==> config.mk <==
export PLATFORM = sky130hd
export DESIGN_NAME = instruction_fetch_unit_flat
export DESIGN_NICKNAME = d
export VERILOG_FILES = /design/src/rtl/fetch_pkg.sv /design/src/rtl/instruction_fetch_unit_if.sv /design/src/rtl/fetch_out_reg.sv /design/src/rtl/instruction_fetch_unit.sv /design/src/flat_wrapper.sv
export SDC_FILE = /design/constraint.sdc
export NUM_CORES = 1
export LEC_CHECK = 0
export BUFFER_PORTS_ARGS = -buffer_cell sky130_fd_sc_hd__buf_2
export CELL_PAD_IN_SITES_DETAIL_PLACEMENT = 0
export CELL_PAD_IN_SITES_GLOBAL_PLACEMENT = 1
export CORE_MARGIN = 4
export CORE_UTILIZATION = 43
export DETAILED_ROUTE_END_ITERATION = 8
export PLACE_DENSITY = 0.84
export SKIP_CTS_REPAIR_TIMING = 1
export SYNTH_ARGS = -nofsm -noshare
export SYNTH_HDL_FRONTEND = slang
export SYNTH_SLANG_ARGS = --single-unit
==> constraint.sdc <==
create_clock -name clk -period 8.25 [get_ports clk]
set_clock_uncertainty 0.1 [all_clocks]
set_input_delay 1.65 -clock clk [delete_from_list [all_inputs] [get_ports clk]]
set_output_delay 1.65 -clock clk [all_outputs]
set_load 0.05 [all_outputs]
==> src/rtl/fetch_pkg.sv <==
// Shared definitions for the instruction fetch unit: state encoding, reset PC,
// instruction field positions and the jump-register funct code.
package fetch_pkg;

    typedef enum logic [1:0] {
        ST_REQ   = 2'b00,
        ST_FULL  = 2'b01,
        ST_DRAIN = 2'b10
    } fetchState_e;

    localparam logic [31:0] RESET_PC_DEFAULT = 32'h0040_0000;
    localparam logic [31:0] PC_STEP_DEFAULT  = 32'd4;

    localparam int OP_MSB    = 31;
    localparam int OP_LSB    = 26;
    localparam int FUNCT_MSB = 5;
    localparam int FUNCT_LSB = 0;

    localparam logic [5:0] FUNCT_JR = 6'b001000;

    function automatic logic isMisaligned(input logic [1:0] lowBits);
        return (lowBits != 2'b00);
    endfunction

endpackage

==> src/rtl/instruction_fetch_unit_if.sv <==
// Bundle of the fetch unit's memory, decode and redirect signals.
// master = fetch unit, slave = memory/decode side.
interface instruction_fetch_unit_if;
    import fetch_pkg::*;

    logic        imem_req;
    logic [31:0] imem_addr;
    logic        imem_ack;
    logic [31:0] imem_rdata;
    logic        if_valid;
    logic        if_ready;
    logic [31:0] if_instr;
    logic [31:0] if_pc;
    logic [5:0]  if_op;
    logic [5:0]  if_funct;
    logic        redirect_valid;
    logic [31:0] redirect_target;
    logic        misaligned;

    modport master (
        output imem_req, imem_addr,
        input  imem_ack, imem_rdata,
        output if_valid, if_instr, if_pc, if_op, if_funct,
        input  if_ready,
        input  redirect_valid, redirect_target,
        output misaligned
    );

    modport slave (
        input  imem_req, imem_addr,
        output imem_ack, imem_rdata,
        input  if_valid, if_instr, if_pc, if_op, if_funct,
        output if_ready,
        output redirect_valid, redirect_target,
        input  misaligned
    );

endinterface

==> src/rtl/fetch_out_reg.sv <==
// Valid/ready output register for instruction + pc, with a one-entry skid that
// absorbs a word returned while decode is stalled.
module fetch_out_reg (
    input  logic        clk,
    input  logic        reset,
    input  logic        flush,
    input  logic        load,
    input  logic [31:0] loadInstr,
    input  logic [31:0] loadPc,
    input  logic        ready,
    output logic        valid,
    output logic [31:0] instr,
    output logic [31:0] pc
);

    logic        validR;
    logic [31:0] instrR;
    logic [31:0] pcR;
    logic        skidValidR;
    logic [31:0] skidInstrR;
    logic [31:0] skidPcR;

    // Load / hold / flush of the presented entry and the skid entry
    always_ff @(posedge clk or posedge reset) begin
        if (reset) begin
            validR     <= 1'b0;
            instrR     <= 32'h0000_0000;
            pcR        <= 32'h0000_0000;
            skidValidR <= 1'b0;
            skidInstrR <= 32'h0000_0000;
            skidPcR    <= 32'h0000_0000;
        end else if (flush) begin
            validR     <= 1'b0;
            skidValidR <= 1'b0;
        end else if (skidValidR) begin
            if (ready) begin
                instrR     <= skidInstrR;
                pcR        <= skidPcR;
                validR     <= 1'b1;
                skidValidR <= 1'b0;
            end
        end else if (load) begin
            if (!validR || ready) begin
                instrR <= loadInstr;
                pcR    <= loadPc;
                validR <= 1'b1;
            end else begin
                skidInstrR <= loadInstr;
                skidPcR    <= loadPc;
                skidValidR <= 1'b1;
            end
        end else if (ready) begin
            validR <= 1'b0;
        end
    end

    assign valid = validR;
    assign instr = instrR;
    assign pc    = pcR;

endmodule

==> src/rtl/instruction_fetch_unit.sv <==
// Instruction fetch unit: owns the PC, issues memory requests, presents fetched
// words to decode and handles jump-register redirects from decode.
module instruction_fetch_unit
    import fetch_pkg::*;
#(
    parameter logic [31:0] RESET_PC = RESET_PC_DEFAULT,
    parameter logic [31:0] PC_STEP  = PC_STEP_DEFAULT
) (
    input  logic                      clk,
    input  logic                      reset,
    instruction_fetch_unit_if.master  bus
);

    fetchState_e stateR;
    fetchState_e nextStateS;
    logic        reqR;
    logic [31:0] pcR;
    logic [31:0] nextPcS;
    logic [31:0] targetR;
    logic [31:0] nextTargetS;
    logic        misalignedR;
    logic        ackS;
    logic        loadS;
    logic [31:0] alignedTargetS;
    logic [31:0] ifInstrS;

    assign ackS           = bus.imem_ack & reqR;
    assign alignedTargetS = {bus.redirect_target[31:2], 2'b00};

    // Next-state, next-pc and pending-target selection; redirect overrides everything
    always_comb begin
        nextStateS  = stateR;
        nextPcS     = pcR;
        nextTargetS = targetR;
        loadS       = 1'b0;
        if (bus.redirect_valid) begin
            nextTargetS = alignedTargetS;
            // An outstanding request must complete at its original address first
            if (reqR && !bus.imem_ack) begin
                nextStateS = ST_DRAIN;
            end else begin
                nextStateS = ST_REQ;
                nextPcS    = alignedTargetS;
            end
        end else begin
            case (stateR)
                ST_REQ: begin
                    if (ackS) begin
                        loadS      = 1'b1;
                        nextPcS    = pcR + PC_STEP;
                        nextStateS = (bus.if_valid && !bus.if_ready) ? ST_FULL : ST_REQ;
                    end else begin
                        nextStateS = ST_REQ;
                    end
                end
                ST_FULL: begin
                    if (bus.if_ready) begin
                        nextStateS = ST_REQ;
                    end else begin
                        nextStateS = ST_FULL;
                    end
                end
                ST_DRAIN: begin
                    if (ackS) begin
                        nextStateS = ST_REQ;
                        nextPcS    = targetR;
                    end else begin
                        nextStateS = ST_DRAIN;
                    end
                end
                default: begin
                    nextStateS = ST_REQ;
                end
            endcase
        end
    end

    // FSM state, request strobe, pc, pending target and misalignment pulse
    always_ff @(posedge clk or posedge reset) begin
        if (reset) begin
            stateR      <= ST_REQ;
            reqR        <= 1'b0;
            pcR         <= RESET_PC;
            targetR     <= RESET_PC;
            misalignedR <= 1'b0;
        end else begin
            stateR      <= nextStateS;
            reqR        <= (nextStateS != ST_FULL);
            pcR         <= nextPcS;
            targetR     <= nextTargetS;
            misalignedR <= bus.redirect_valid & isMisaligned(bus.redirect_target[1:0]);
        end
    end

    fetch_out_reg u_outReg (
        .clk       (clk),
        .reset     (reset),
        .flush     (bus.redirect_valid),
        .load      (loadS),
        .loadInstr (bus.imem_rdata),
        .loadPc    (pcR),
        .ready     (bus.if_ready),
        .valid     (bus.if_valid),
        .instr     (ifInstrS),
        .pc        (bus.if_pc)
    );

    assign bus.if_instr   = ifInstrS;
    assign bus.if_op      = ifInstrS[OP_MSB:OP_LSB];
    assign bus.if_funct   = ifInstrS[FUNCT_MSB:FUNCT_LSB];
    assign bus.imem_req   = reqR;
    assign bus.imem_addr  = pcR;
    assign bus.misaligned = misalignedR;

endmodule

==> src/flat_wrapper.sv <==
// flat-port wrapper written by rule: the top's interface ports become plain ports
module instruction_fetch_unit_flat import fetch_pkg::*;
#(
    parameter logic [31:0] RESET_PC = RESET_PC_DEFAULT,
    parameter logic [31:0] PC_STEP  = PC_STEP_DEFAULT
)
  (clk, reset, bus_imem_req, bus_imem_addr, bus_imem_ack, bus_imem_rdata, bus_if_valid, bus_if_instr, bus_if_pc, bus_if_op, bus_if_funct, bus_if_ready, bus_redirect_valid, bus_redirect_target, bus_misaligned);
  instruction_fetch_unit_if bus_i ();
  input  logic clk;
  input  logic reset;
  output wire logic [$bits(bus_i.imem_req)-1:0] bus_imem_req;
  output wire logic [$bits(bus_i.imem_addr)-1:0] bus_imem_addr;
  input wire logic [$bits(bus_i.imem_ack)-1:0] bus_imem_ack;
  input wire logic [$bits(bus_i.imem_rdata)-1:0] bus_imem_rdata;
  output wire logic [$bits(bus_i.if_valid)-1:0] bus_if_valid;
  output wire logic [$bits(bus_i.if_instr)-1:0] bus_if_instr;
  output wire logic [$bits(bus_i.if_pc)-1:0] bus_if_pc;
  output wire logic [$bits(bus_i.if_op)-1:0] bus_if_op;
  output wire logic [$bits(bus_i.if_funct)-1:0] bus_if_funct;
  input wire logic [$bits(bus_i.if_ready)-1:0] bus_if_ready;
  input wire logic [$bits(bus_i.redirect_valid)-1:0] bus_redirect_valid;
  input wire logic [$bits(bus_i.redirect_target)-1:0] bus_redirect_target;
  output wire logic [$bits(bus_i.misaligned)-1:0] bus_misaligned;
  assign bus_imem_req = bus_i.imem_req;
  assign bus_imem_addr = bus_i.imem_addr;
  assign bus_i.imem_ack = bus_imem_ack;
  assign bus_i.imem_rdata = bus_imem_rdata;
  assign bus_if_valid = bus_i.if_valid;
  assign bus_if_instr = bus_i.if_instr;
  assign bus_if_pc = bus_i.if_pc;
  assign bus_if_op = bus_i.if_op;
  assign bus_if_funct = bus_i.if_funct;
  assign bus_i.if_ready = bus_if_ready;
  assign bus_i.redirect_valid = bus_redirect_valid;
  assign bus_i.redirect_target = bus_redirect_target;
  assign bus_misaligned = bus_i.misaligned;
  instruction_fetch_unit #(.RESET_PC(RESET_PC), .PC_STEP(PC_STEP)) u_core (.clk(clk), .reset(reset), .bus(bus_i));
endmodule
# Word-level counts from Yosys, hierarchy flattened
# Cells that the tools add are included.
[totals] regBits=196 input_bits=69 out_inout_bits=111 wordCells=76
[classes] addsub=1 n_eq_ne=9 n_mux=34 bitwise=5 reduce_logical=16
[ops] operator="$mux 32" n=12
[ops] operator="$pmux 32 s2" n=1
[ops] operator="$add 32x3->32 const B" n=1
[ops] operator="$mux 1" n=16
[ops] operator="$reduce_and 4->1" n=3
[ops] operator="$mux 2" n=4
[ops] operator="$ne 3x2->1 const B" n=2
[ops] operator="$pmux 2 s3" n=1
[ops] operator="$reduce_bool 2->1" n=3
[ops] operator="$reduce_bool 3->1" n=2
[ops] operator="$ne 2x2->1 const B" n=2
[ops] operator="$ne 4x4->1 const B" n=1
[ops] operator="$logic_not 1->1" n=3
[ops] operator="$ne 3x3->1 const B" n=1
[ops] operator="$not 1->1" n=3
[ops] operator="$reduce_and 3->1" n=1
[ops] operator="$and 1x1->1" n=2
[ops] operator="$eq 2x1->1 const B" n=1
[ops] operator="$eq 2x2->1 const B" n=1
[ops] operator="$logic_and 1x1->1" n=2
[ops] operator="$logic_not 2->1" n=1
[ops] operator="$ne 2x1->1 const B" n=1
[ops] operator="$logic_or 1x1->1" n=1

# Longest topological paths before layout
# Gate-level depths: netlist (run 1).
[logic_depth] depth_word=7 ltp_mapped=7 ltp_nobuf=6

# Hierarchy
# A second synthesis (run 1) with hierarchy kept.
[hier_totals] hier_cells=733 area_unflattened_um2=9267.6
[modules_own_cells] mod="fetch_out_reg" n_inst=1 cells_each=354 area_per_inst_um2=5627.9 seq_area_each_um2=3253.1
[modules_own_cells] mod="instruction_fetch_unit" n_inst=1 cells_each=379 area_per_inst_um2=3639.7 seq_area_each_um2=1604.0

# Worst setup path after synthesis (run 1)
# No wires, ideal clock.
[synth_path] path_kind="input to register" from="input port bus_imem_ack" to="register u_core.u_outReg.skidInstrR[0]" setup_time_ns=0.125 t_arrival_ns=3.168 required_time_ns=8.025 path_slack_ns=4.857 path_stages=7 n_path_buf=2 cell_sequence="nand2_1 > nor4_2 > nand2_1 > or3_1 > clkbuf_1 > clkbuf_1 > mux2_2"
[synth_between] elab_chain_len=5
[synth_lines] item="start: declaration" line_no="flat_wrapper.sv:13" rtl="input wire logic [$bits(bus_i.imem_ack)-1:0] bus_imem_ack;"
[synth_lines] item="$and 1x1->1" line_no="instruction_fetch_unit.sv:27" rtl="assign ackS = bus.imem_ack & reqR;"
[synth_lines] item="$mux 1" line_no="instruction_fetch_unit.sv:48" rtl="if (ackS) begin"
[synth_lines] item="$mux 1" line_no="instruction_fetch_unit.sv:46" rtl="case (stateR)"
[synth_lines] item="$mux 1" line_no="instruction_fetch_unit.sv:36" rtl="if (bus.redirect_valid) begin"
[synth_lines] item="$reduce_and 4->1 (no source line)"
[synth_lines] item="end signal: assignment" line_no="fetch_out_reg.sv:48" rtl="skidInstrR <= loadInstr;"
[synth_lines] item="end: declaration" line_no="fetch_out_reg.sv:20" rtl="logic [31:0] skidInstrR;"
# No other way between the ends.
# A chain may end at the register's enable or synchronous reset.

# Worst setup path after layout (run 1)
[layout_path] from="input port bus_redirect_valid" to="register u_core.u_outReg.instrR[30], in the netlist u_core.u_outReg.instr[30]"
[layout_between] elab_chain_len=3 elab_cells_between_ends=4 classes_between="mux (1); bitwise (1); reduce/logical (2)"
[layout_lines] item="start: declaration" line_no="flat_wrapper.sv:21" rtl="input wire logic [$bits(bus_i.redirect_valid)-1:0] bus_redirect_valid;"
[layout_lines] item="$mux 1" line_no="instruction_fetch_unit.sv:36"
[layout_lines] item="$reduce_bool 2->1 (no source line)"
[layout_lines] item="$reduce_and 4->1 (no source line) *"
[layout_lines] item="end signal: assignment" line_no="fetch_out_reg.sv:37" rtl="instrR <= skidInstrR;"
[layout_lines] item="end signal: assignment" line_no="fetch_out_reg.sv:44" rtl="instrR <= loadInstr;"
[layout_lines] item="end: declaration" line_no="fetch_out_reg.sv:17" rtl="logic [31:0] instrR;"
# Mark *: on every way between the ends. The rest lies on a longest branch, timed or not.

==> results.sh, run 1 <==
export IMPL_status="completed"
export IMPL_reg2reg_depth=4
export IMPL_clock_sinks=190
export IMPL_fmax_ghz=0.236
export IMPL_finalSetupViolations=0
export IMPL_final_util=0.512
export IMPL_worstSetupPathType="primary input to flop"
export IMPL_drt_pre_antenna_iters=5
export IMPL_synth_warnings=0
export IMPL_synth_top_area_cell="dfrtp_1"
export IMPL_ys_seq_elements=190
export IMPL_netlist_area_um2=8840
export IMPL_num_rows=52
export IMPL_async_flop_share=1.00
export IMPL_syn_avg_cell_area_um2=10.7
export IMPL_crit_fanout=124
export IMPL_cp_start_kind="primary input"
export IMPL_start_util=0.437
export IMPL_overflow=0
export IMPL_hp_start="u_core.u_outReg.instr[12]"
export IMPL_critPathCaptureType="flop"
export IMPL_wire_per_inst_um=17.0
export IMPL_pre_cts_ws_ns=3.60
export IMPL_n_fill_cell=1857
export IMPL_ys_seq_area_frac=0.538
export IMPL_antenna_found_initial=0
export IMPL_internal_power_mw=1.82
export IMPL_insertion_delay_ns=0.43
export IMPL_power_frac_seq=0.428
export IMPL_synth_cell_type_count=61
export IMPL_die_w_um=151
export IMPL_grt_use_total=0.185
export IMPL_io_buffers=175
export IMPL_synthCells=823
export IMPL_seqCellArea_um2=4760
export IMPL_area_growth_pct=17.3
export IMPL_ioPinCount=180
export IMPL_grt_pass1_vias=6108
export IMPL_cts_reportedPaths_clkPinSlew_ns=0.07
export IMPL_dp_hpwl_um=13900
export IMPL_place_gp_congestion=0.843
export IMPL_die_area_um2=22900
export IMPL_r2r_end="u_core.u_outReg.instr[30]"
export IMPL_nNetsFinal=1022
export IMPL_core_area_um2=20200
export IMPL_grt_max_degree=125
export IMPL_drtIter0Drc=398
export IMPL_synth_ff_type="dfrtp_1"
export IMPL_clock_path_buffers=2
export IMPL_drive_gt1_frac=0.322
export IMPL_synth_area_top_cells="dfrtp_1 (53%), mux2_2 (10%), mux2i_1 (7.1%), o21ai_0 (6.2%), nand2_1 (4.4%)"
export IMPL_grt_pass1_wl_um=33100
export IMPL_powerDensity_nw_per_um2=291
export IMPL_power_frac_comb=0.301
export IMPL_route_detailed_drc=0
export IMPL_cts_max_level=4
export IMPL_layout_min_cycle_time_ns=4.23
export IMPL_worstMarginPinSlew_ns=1.16
export IMPL_rsz0062_at_grt="no"
export IMPL_tns_ns=0
export IMPL_multiInputGateArea_um2=3680
export IMPL_p_switching_mw=1.19
export IMPL_cts_inserted_buffers=17
export IMPL_critPathArrivalTime_ns=4.39
export IMPL_cap_violations=0
export IMPL_die_h_um=151
export IMPL_required_ns=8.41
export IMPL_sw_frac_of_total=0.396
export IMPL_leakage_nw=4.73
export IMPL_min_path_cells=2
export IMPL_viasPerCell=5.28
export IMPL_insertedDiodeCount=0
export IMPL_r2r_start="u_core.u_outReg.skidValidR"
export IMPL_hold_path_class="flop to flop"
export IMPL_wirelength_um=21000
export IMPL_hold_end="u_core.u_outReg.instr[12]"
export IMPL_ant_nets=0
export IMPL_root_buffer="clkbuf_16"
export IMPL_min_period_over_period=0.513
export IMPL_clockPowerShare=0.271
export IMPL_report_final_slew_viol_count=0
export IMPL_synth_most_common_cell="dfrtp_1"
export IMPL_finalPower_mw=3.01
export IMPL_vias=6516
export IMPL_setup_ws_ns=4.02
export IMPL_relSlewSlack=0.225
export IMPL_yosysTopAreaCellShare=0.532
export IMPL_ir_drop_mv=0.135
export IMPL_hold_viol=0
export IMPL_synth_edff_count=0
export IMPL_netlist_top_cells_count="dfrtp_1 (188), o21ai_0 (110), nand2_1 (103)"
export IMPL_reg2reg_slack_ns=5.28
export IMPL_cts_tree="built"
-- power by group through the flow --
| stage | clock (mW) | sequential, mW | combinational, mW |
|---|---|---|---|
| floorplan | 0 | 1.64 | 0.357 |
| global placement | 0 | 1.30 | 0.906 |
| detailed placement | 0 | 1.31 | 0.915 |
| CTS | 0.835 | 1.29 | 0.917 |
| global route | 0.873 | 1.32 | 0.974 |
| finish | 0.817 | 1.29 | 0.906 |
-- stage by stage --
stage / hold slack (ns) / instances / instance area, µm²
floorplan: 0.379 / 826 / 8850
global placement: 0.357 / 1203 / 9790
detailed placement: 0.365 / 1203 / 9790
CTS: 0.380 / 1235 / 10400
global route: 0.392 / 1235 / 10400
finish: 0.376 / 1235 / 10400
-- final cells by class --
type,instances,area share
tap,270,0.0326
clock buffer,20,0.0431
inverter,17,0.00688
multi-input combinational,543,0.355
sequential,190,0.459
clock inverter,12,0.0124
timing repair buffer,183,0.0903
-- worst max-delay path by stage --
stage / from / endpoint / slack [ns] / cells past startpoint
after floorplan: reset / u_core.bus.imem_addr[10] / 1.33 / 1
after global placement: bus_redirect_valid / u_core.u_outReg.pc[3] / 3.65 / 7
after detailed placement: bus_redirect_valid / u_core.u_outReg.pc[4] / 3.60 / 7
after CTS: bus_redirect_valid / u_core.u_outReg.pc[23] / 4.04 / 7
after global routing: bus_redirect_valid / u_core.u_outReg.pc[13] / 3.66 / 7
final: bus_redirect_valid / u_core.u_outReg.instr[30] / 4.02 / 7
-- critical path, cell delays in order --
cell      delay, ns
buf_2          0.59
buf_4          0.56
nand2b_1       0.20
o41ai_1        0.11
a22oi_2        0.13
buf_4          0.83
o21ai_0        0.23
-- per-layer routing --
layer | part of all wire | routed length, µm | track usage
met3 | 0.064 | 1340 | 0.0449
met2 | 0.43 | 9120 | 0.269
met1 | 0.48 | 10100 | 0.269
met4 | 0.021 | 441 | 0.0621
met5 | 0 | 0 | 0
-- cell usage in the layout, fill, tap and decap left out, drive strengths merged, types with 4 or more instances in the layout --
master	synthesis	layout
inv	17	23
a22oi	7	7
clkinv	0	4
a31oi	6	6
mux2i	63	63
and3	6	6
conb	1	4
nand2	103	103
nor4	4	4
dfrtp	188	188
mux2	81	81
or3	7	7
a22o	4	4
clkbuf	47	20
o21ai	111	111
nand2b	5	5
nand4	8	8
a21oi	23	23
nor2b	4	4
nor3	14	14
a211oi	4	4
o21a	4	4
a221oi	4	4
buf	29	183
nor2	25	25
nand3	12	12
o31ai	6	6
-- flip-flops by register name (all words and copies together) (netlist names) --
name	count
u_core.u_outReg.instr	32
u_core.u_outReg.skidInstrR	32
u_core.bus.imem_addr	30
u_core.targetR	30
u_core.u_outReg.pc	30
u_core.u_outReg.skidPcR	30
u_core.stateR	2
u_core.bus.imem_req	1
u_core.bus.misaligned	1
u_core.u_outReg.skidValidR	1
u_core.u_outReg.valid	1
-- kinds of logic after synthesis --
family / Yosys count / share of synthesized area
other cells: 1 / 0.000424
compound gates: 194 / 0.130
xor+xnor: 6 / 0.00595
fa+ha+maj: 1 / 0.00142
simple gates: 194 / 0.102
flops: 190 / 0.538
buf+inv: 93 / 0.0476
mux: 144 / 0.174
Note: power is estimated with default switching activity, not from simulation.
==> run 2, diff against run 1 <==
ABC_AREA = 1   (was default)
CORE_UTILIZATION = 41   (was 43)
clock period = 3.97 ns   (was 8.25 ns; I/O delays follow)
==> run 2 against run 1 <==
Flip-flop and latch count is the same. Via count grew 14%. Total power grew 120%. Cell area grew 3.2%. Count of clock-buffer cells in the layout shrank 2. Clock power grew 110%. Critical path depth is the same. Synthesized cell count grew 30%. Sequential power grew 110%. Highest routed layer is now met5.
==> results.sh, run 2 <==
export IMPL_synth_most_common_cell="nand2_1"
export IMPL_wirelength_um=23600
export IMPL_overflow=0
export IMPL_final_common_cell="nand2_1"
export IMPL_n_fill_cell=2139
export IMPL_synth_warnings=0
export IMPL_vias=7402
export IMPL_ys_seq_area_frac=0.521
export IMPL_drive_gt1_frac=0.226
export IMPL_cts_max_level=4
export IMPL_ir_drop_mv=0.223
export IMPL_num_rows=54
export IMPL_insertedDiodeCount=0
export IMPL_clock_sinks=190
export IMPL_wire_per_inst_um=15.8
export IMPL_min_period_over_period=0.642
export IMPL_startpoint="u_core.stateR[0]"
export IMPL_grt_use_total=0.193
export IMPL_async_flop_share=1.00
export IMPL_leakage_nw=5.25
export IMPL_start_util=0.417
export IMPL_cts_reportedPaths_clkPinSlew_ns=0.07
export IMPL_die_w_um=157
export IMPL_die_h_um=157
export IMPL_critPathCaptureType="flop"
export IMPL_yosysTopAreaCellShare=0.515
export IMPL_powerDensity_nw_per_um2=611
export IMPL_synth_cell_type_count=30
export IMPL_hold_viol=0
export IMPL_ys_seq_elements=190
export IMPL_hold_path_class="flop to flop"
export IMPL_drt_pre_antenna_iters=5
export IMPL_ioPinCount=180
export IMPL_area_growth_pct=17.1
export IMPL_core_area_um2=21900
export IMPL_relSlewSlack=0.424
export IMPL_insertion_delay_ns=0.43
export IMPL_netlist_area_um2=9140
export IMPL_cts_tree="built"
export IMPL_crit_fanout=30
export IMPL_netlist_top_cells_count="nand2_1 (291), dfrtp_1 (188), nor2_1 (116)"
export IMPL_worstSetupPathType="flop to flop"
export IMPL_required_ns=4.17
export IMPL_status="completed"
export IMPL_io_buffers=175
export IMPL_cts_inserted_buffers=17
export IMPL_tns_ns=0
export IMPL_rsz0062_at_grt="no"
export IMPL_final_cell_mix="nand2_1 (291), dfrtp_1 (187), buf_2 (175)"
export IMPL_grt_pass1_wl_um=38100
export IMPL_critPathArrivalTime_ns=2.75
export IMPL_synth_ff_type="dfrtp_1"
export IMPL_cp_start_kind="flop"
export IMPL_finalPower_mw=6.53
export IMPL_finalSetupViolations=0
export IMPL_grt_max_degree=91
export IMPL_hp_start="u_core.targetR[8]"
export IMPL_r2r_start="u_core.stateR[0]"
export IMPL_antenna_found_initial=2
export IMPL_layout_min_cycle_time_ns=2.55
export IMPL_drtIter0Drc=474
export IMPL_synthCells=1068
export IMPL_worstMarginPinSlew_ns=0.862
export IMPL_clock_path_buffers=2
export IMPL_ant_nets=0
export IMPL_final_util=0.489
export IMPL_route_detailed_drc=0
export IMPL_report_final_slew_viol_count=0
export IMPL_root_buffer="clkbuf_16"
export IMPL_dp_hpwl_um=16500
export IMPL_viasPerCell=4.94
export IMPL_nNetsFinal=1274
export IMPL_syn_avg_cell_area_um2=8.55
export IMPL_synth_top_area_cell="dfrtp_1"
export IMPL_place_gp_congestion=0.828
export IMPL_die_area_um2=24700
export IMPL_synth_area_top_cells="dfrtp_1 (51%), nand2_1 (12%), o21ai_0 (5.7%), mux2_4 (4.9%), a31oi_1 (4.9%)"
export IMPL_grt_pass1_vias=7151
export IMPL_synth_edff_count=0
export IMPL_fmax_ghz=0.392
export IMPL_cap_violations=0
run 2: cell families (layout without fill, tap and decap cells):
| logic type | count (synthesis) | count (layout) | synth area share |
|---|---|---|---|
| compound gates | 226 | 226 | 0.137 |
| xor+xnor | 5 | 5 | 0.00479 |
| fa+ha+maj | 1 | 1 | 0.00137 |
| buf+inv | 151 | 297 | 0.0774 |
| flops | 190 | 190 | 0.521 |
| mux | 34 | 34 | 0.0542 |
| other cells | 1 | 4 | 0.000411 |
| simple gates | 460 | 460 | 0.204 |
run 2: worst max-delay path, cell delays in order (launching register included):
cell	delay, ns
dfrtp_1	0.35
inv_1	0.08
nand2_2	0.46
nand2_1	0.16
a22oi_2	0.58
inv_2	0.42
nor2_1	0.21
a31oi_1	0.05
run 2: stage by stage:
step	setup WS (ns)	hold slack [ns]	cells	area, µm²
3_3_place_gp	1.06	0.358	1465	10100
6_report	1.42	0.377	1497	10700
4_1_cts	1.40	0.380	1497	10700
5_1_grt	1.16	0.412	1497	10700
3_5_place_dp	1.01	0.362	1465	10100
2_1_floorplan	0.629	0.336	1071	9150
run 2: power breakdown:
group          internal, mW  switching [mW]
registers              2.37           0.327
logic                 0.582            1.54
clock network         0.905           0.810
run 2: final timing paths:
| path | to | slack, ns | cells past startpoint |
|---|---|---|---|
| hold / removal | u_core.targetR[8] | 0.38 | 2 |
| setup / recovery | u_core.bus.imem_addr[8] | 1.42 | 7 |
| hold reg to reg | u_core.targetR[8] | 0.38 | 2 |
| setup reg to reg | u_core.bus.imem_addr[8] | 1.42 | 7 |
| min in group asynchronous | u_core.targetR[3] | 0.41 | 2 |
| max in group asynchronous | u_core.u_outReg.instr[3] | 2.50 | 3 |
run 2: per-layer routing:
| layer | track usage | up-vias | wire length [µm] |
|---|---|---|---|
| met5 | 0 | - | 20 |
| met3 | 0.0368 | 32 | 1360 |
| met1 | 0.280 | 3412 | 11600 |
| li1 | - | 3753 | - |
| met2 | 0.295 | 201 | 10200 |
| met4 | 0.0557 | 4 | 425 |
run 2: layout make-up:
cell class	instances	area, µm²	area share
Inverter	77	294	0.0275
Timing Repair Buffer	188	1020	0.0957
Sequential cell	190	4760	0.445
Tap cell	280	350	0.0328
Multi-Input combinational cell	730	3680	0.344
Clock buffer	18	439	0.0411
Clock inverter	14	146	0.0137
==> run 3, diff against run 2 <==
ABC_AREA = 0   (was 1)
CORE_UTILIZATION = 43   (was 41)
clock period = 2.36 ns   (was 3.97 ns; I/O delays follow)
==> run 3 against run 2 <==
Critical path depth decreased by 1. Clock power rose by 67%. Fmax rose by 15%. Worst hold slack got worse by 0.37 ns. Global-route usage fell by 0.15 points. Register-to-register slack got worse by 1.3 ns. Cell area increased by 1.0%. Die area fell by 7.3%. Total power is 64% higher. Critical endpoint is now u_core.bus.imem_addr[22]. Largest power group unchanged.
==> results.sh, run 3 (synthesis results as in run 1) <==
export IMPL_status="completed"
export IMPL_worstMarginPinSlew_ns=0.570
export IMPL_num_rows=52
export IMPL_setup_ws_ns=0.149
export IMPL_powerDensity_nw_per_um2=990
export IMPL_seqCellArea_um2=4760
export IMPL_final_util=0.534
export IMPL_startpoint="u_core.bus.imem_addr[3]"
export IMPL_r2r_start="u_core.bus.imem_addr[3]"
export IMPL_worstSetupPathType="flop to flop"
export IMPL_grt_use_total=0.191
export IMPL_final_common_cell="dfrtp_1"
export IMPL_stdcell_count=1279
export IMPL_start_util=0.437
export IMPL_overflow=0
export IMPL_required_ns=2.61
export IMPL_viasPerCell=5.31
export IMPL_pre_cts_ws_ns=0.0970
export IMPL_drtIter0Drc=414
export IMPL_root_buffer="clkbuf_16"
export IMPL_insertedDiodeCount=0
export IMPL_hold_path_class="primary input to asynchronous set/reset pin"
export IMPL_n_fill_cell=1822
export IMPL_grt_pass1_vias=6317
export IMPL_dp_hpwl_um=15200
export IMPL_relSlewSlack=0.619
export IMPL_die_w_um=151
export IMPL_tns_ns=0
export IMPL_area_growth_pct=22.2
export IMPL_wirelength_um=21800
export IMPL_cts_reportedPaths_clkPinSlew_ns=0.07
export IMPL_antenna_found_initial=0
export IMPL_final_cell_mix="dfrtp_1 (187), buf_2 (175), o21ai_0 (109)"
export IMPL_grt_max_degree=125
export IMPL_crit_fanout=7
export IMPL_cp_start_kind="flop"
export IMPL_insertion_delay_ns=0.42
export IMPL_finalSetupViolations=0
export IMPL_cts_max_level=4
export IMPL_drt_pre_antenna_iters=5
export IMPL_cap_violations=0
export IMPL_wire_per_inst_um=17.0
export IMPL_clock_path_buffers=2
export IMPL_place_gp_congestion=0.863
export IMPL_die_h_um=151
export IMPL_critPathArrivalTime_ns=2.47
export IMPL_nNetsFinal=1068
export IMPL_route_detailed_drc=0
export IMPL_cts_inserted_buffers=17
export IMPL_hold_viol=0
export IMPL_core_area_um2=20200
export IMPL_io_buffers=175
export IMPL_finalPower_mw=10.7
export IMPL_clock_sinks=190
export IMPL_grt_pass1_wl_um=34400
export IMPL_layout_min_cycle_time_ns=2.21
export IMPL_vias=6787
export IMPL_drive_gt1_frac=0.352
export IMPL_ioPinCount=180
export IMPL_dp_cells=1249
export IMPL_leakage_nw=4.98
export IMPL_ir_drop_mv=0.544
export IMPL_critPathCaptureType="flop"
export IMPL_rsz0062_at_grt="no"
export IMPL_multiInputGateArea_um2=3680
export IMPL_cts_tree="built"
export IMPL_die_area_um2=22900
export IMPL_fmax_ghz=0.452
export IMPL_min_period_over_period=0.937
export IMPL_ant_nets=0
export IMPL_report_final_slew_viol_count=0
==> run 3: cell types whose count changed in the layout (fill, tap and decap cells not counted), sizes merged, moves of 14 or more <==
cell	delta
mux2i	+63
a21oi	-17
nand3	-26
nand2	-192
mux2	+47
a31oi	-65
nor2	-102
nor3	+14
inv	-64
buf	+41
==> run 3: area by class of cell <==
cell class | instances | share of cell area
sequential | 190 | 0.441
multi-input combinational | 543 | 0.341
timing repair buffer | 229 | 0.128
clock buffer | 20 | 0.0423
tap | 270 | 0.0313
clock inverter | 10 | 0.0107
inverter | 17 | 0.00625
==> run 3: where the power goes <==
| group | total [mW] | internal [mW] | switching (mW) | leakage [nW] |
|---|---|---|---|---|
| sequential | 4.39 | 3.97 | 0.417 | 2.36 |
| combinational | 3.45 | 0.991 | 2.46 | 2.34 |
| clock | 2.85 | 1.61 | 1.24 | 0.274 |
==> run 3: final timing paths <==
kind | to | slack (ns) | depth (start not counted)
worst min-delay path | u_core.u_outReg.skidInstrR[29] | 0.006 | 2
worst max register to register | u_core.bus.imem_addr[22] | 0.15 | 6
min in group clk | u_core.bus.misaligned | 0.15 | 2
worst min register to register | u_core.u_outReg.pc[27] | 0.37 | 2
worst max-delay path | u_core.bus.imem_addr[22] | 0.15 | 6
max in group asynchronous | u_core.bus.imem_addr[22] | 1.46 | 3
==> run 3: per-stage QoR <==
stage          hold slack (ns)  cell area [µm²]
6_report               0.00567            10800
5_1_grt                 0.0276            10800
4_1_cts                 0.0112            10800
3_5_place_dp             0.366            10200
3_3_place_gp             0.356            10200
2_1_floorplan            0.379             8860
==> run 3: worst max-delay path: stages, from the launching register on <==
cell and delay [ns]:
dfrtp_1 0.45, ha_1 0.27, nand4_1 0.22, or2_2 0.34, or3_2 0.40, a31o_2 0.24, o21ai_2 0.11
==> run 3: routing by layer <==
metal  global-route usage  up-vias  share of wire
li1                     -     3248              -
met5                    0        -              0
met2                0.295      245           0.45
met4               0.0440        0          0.011
met1                0.275     3279           0.46
met3               0.0440       15          0.078
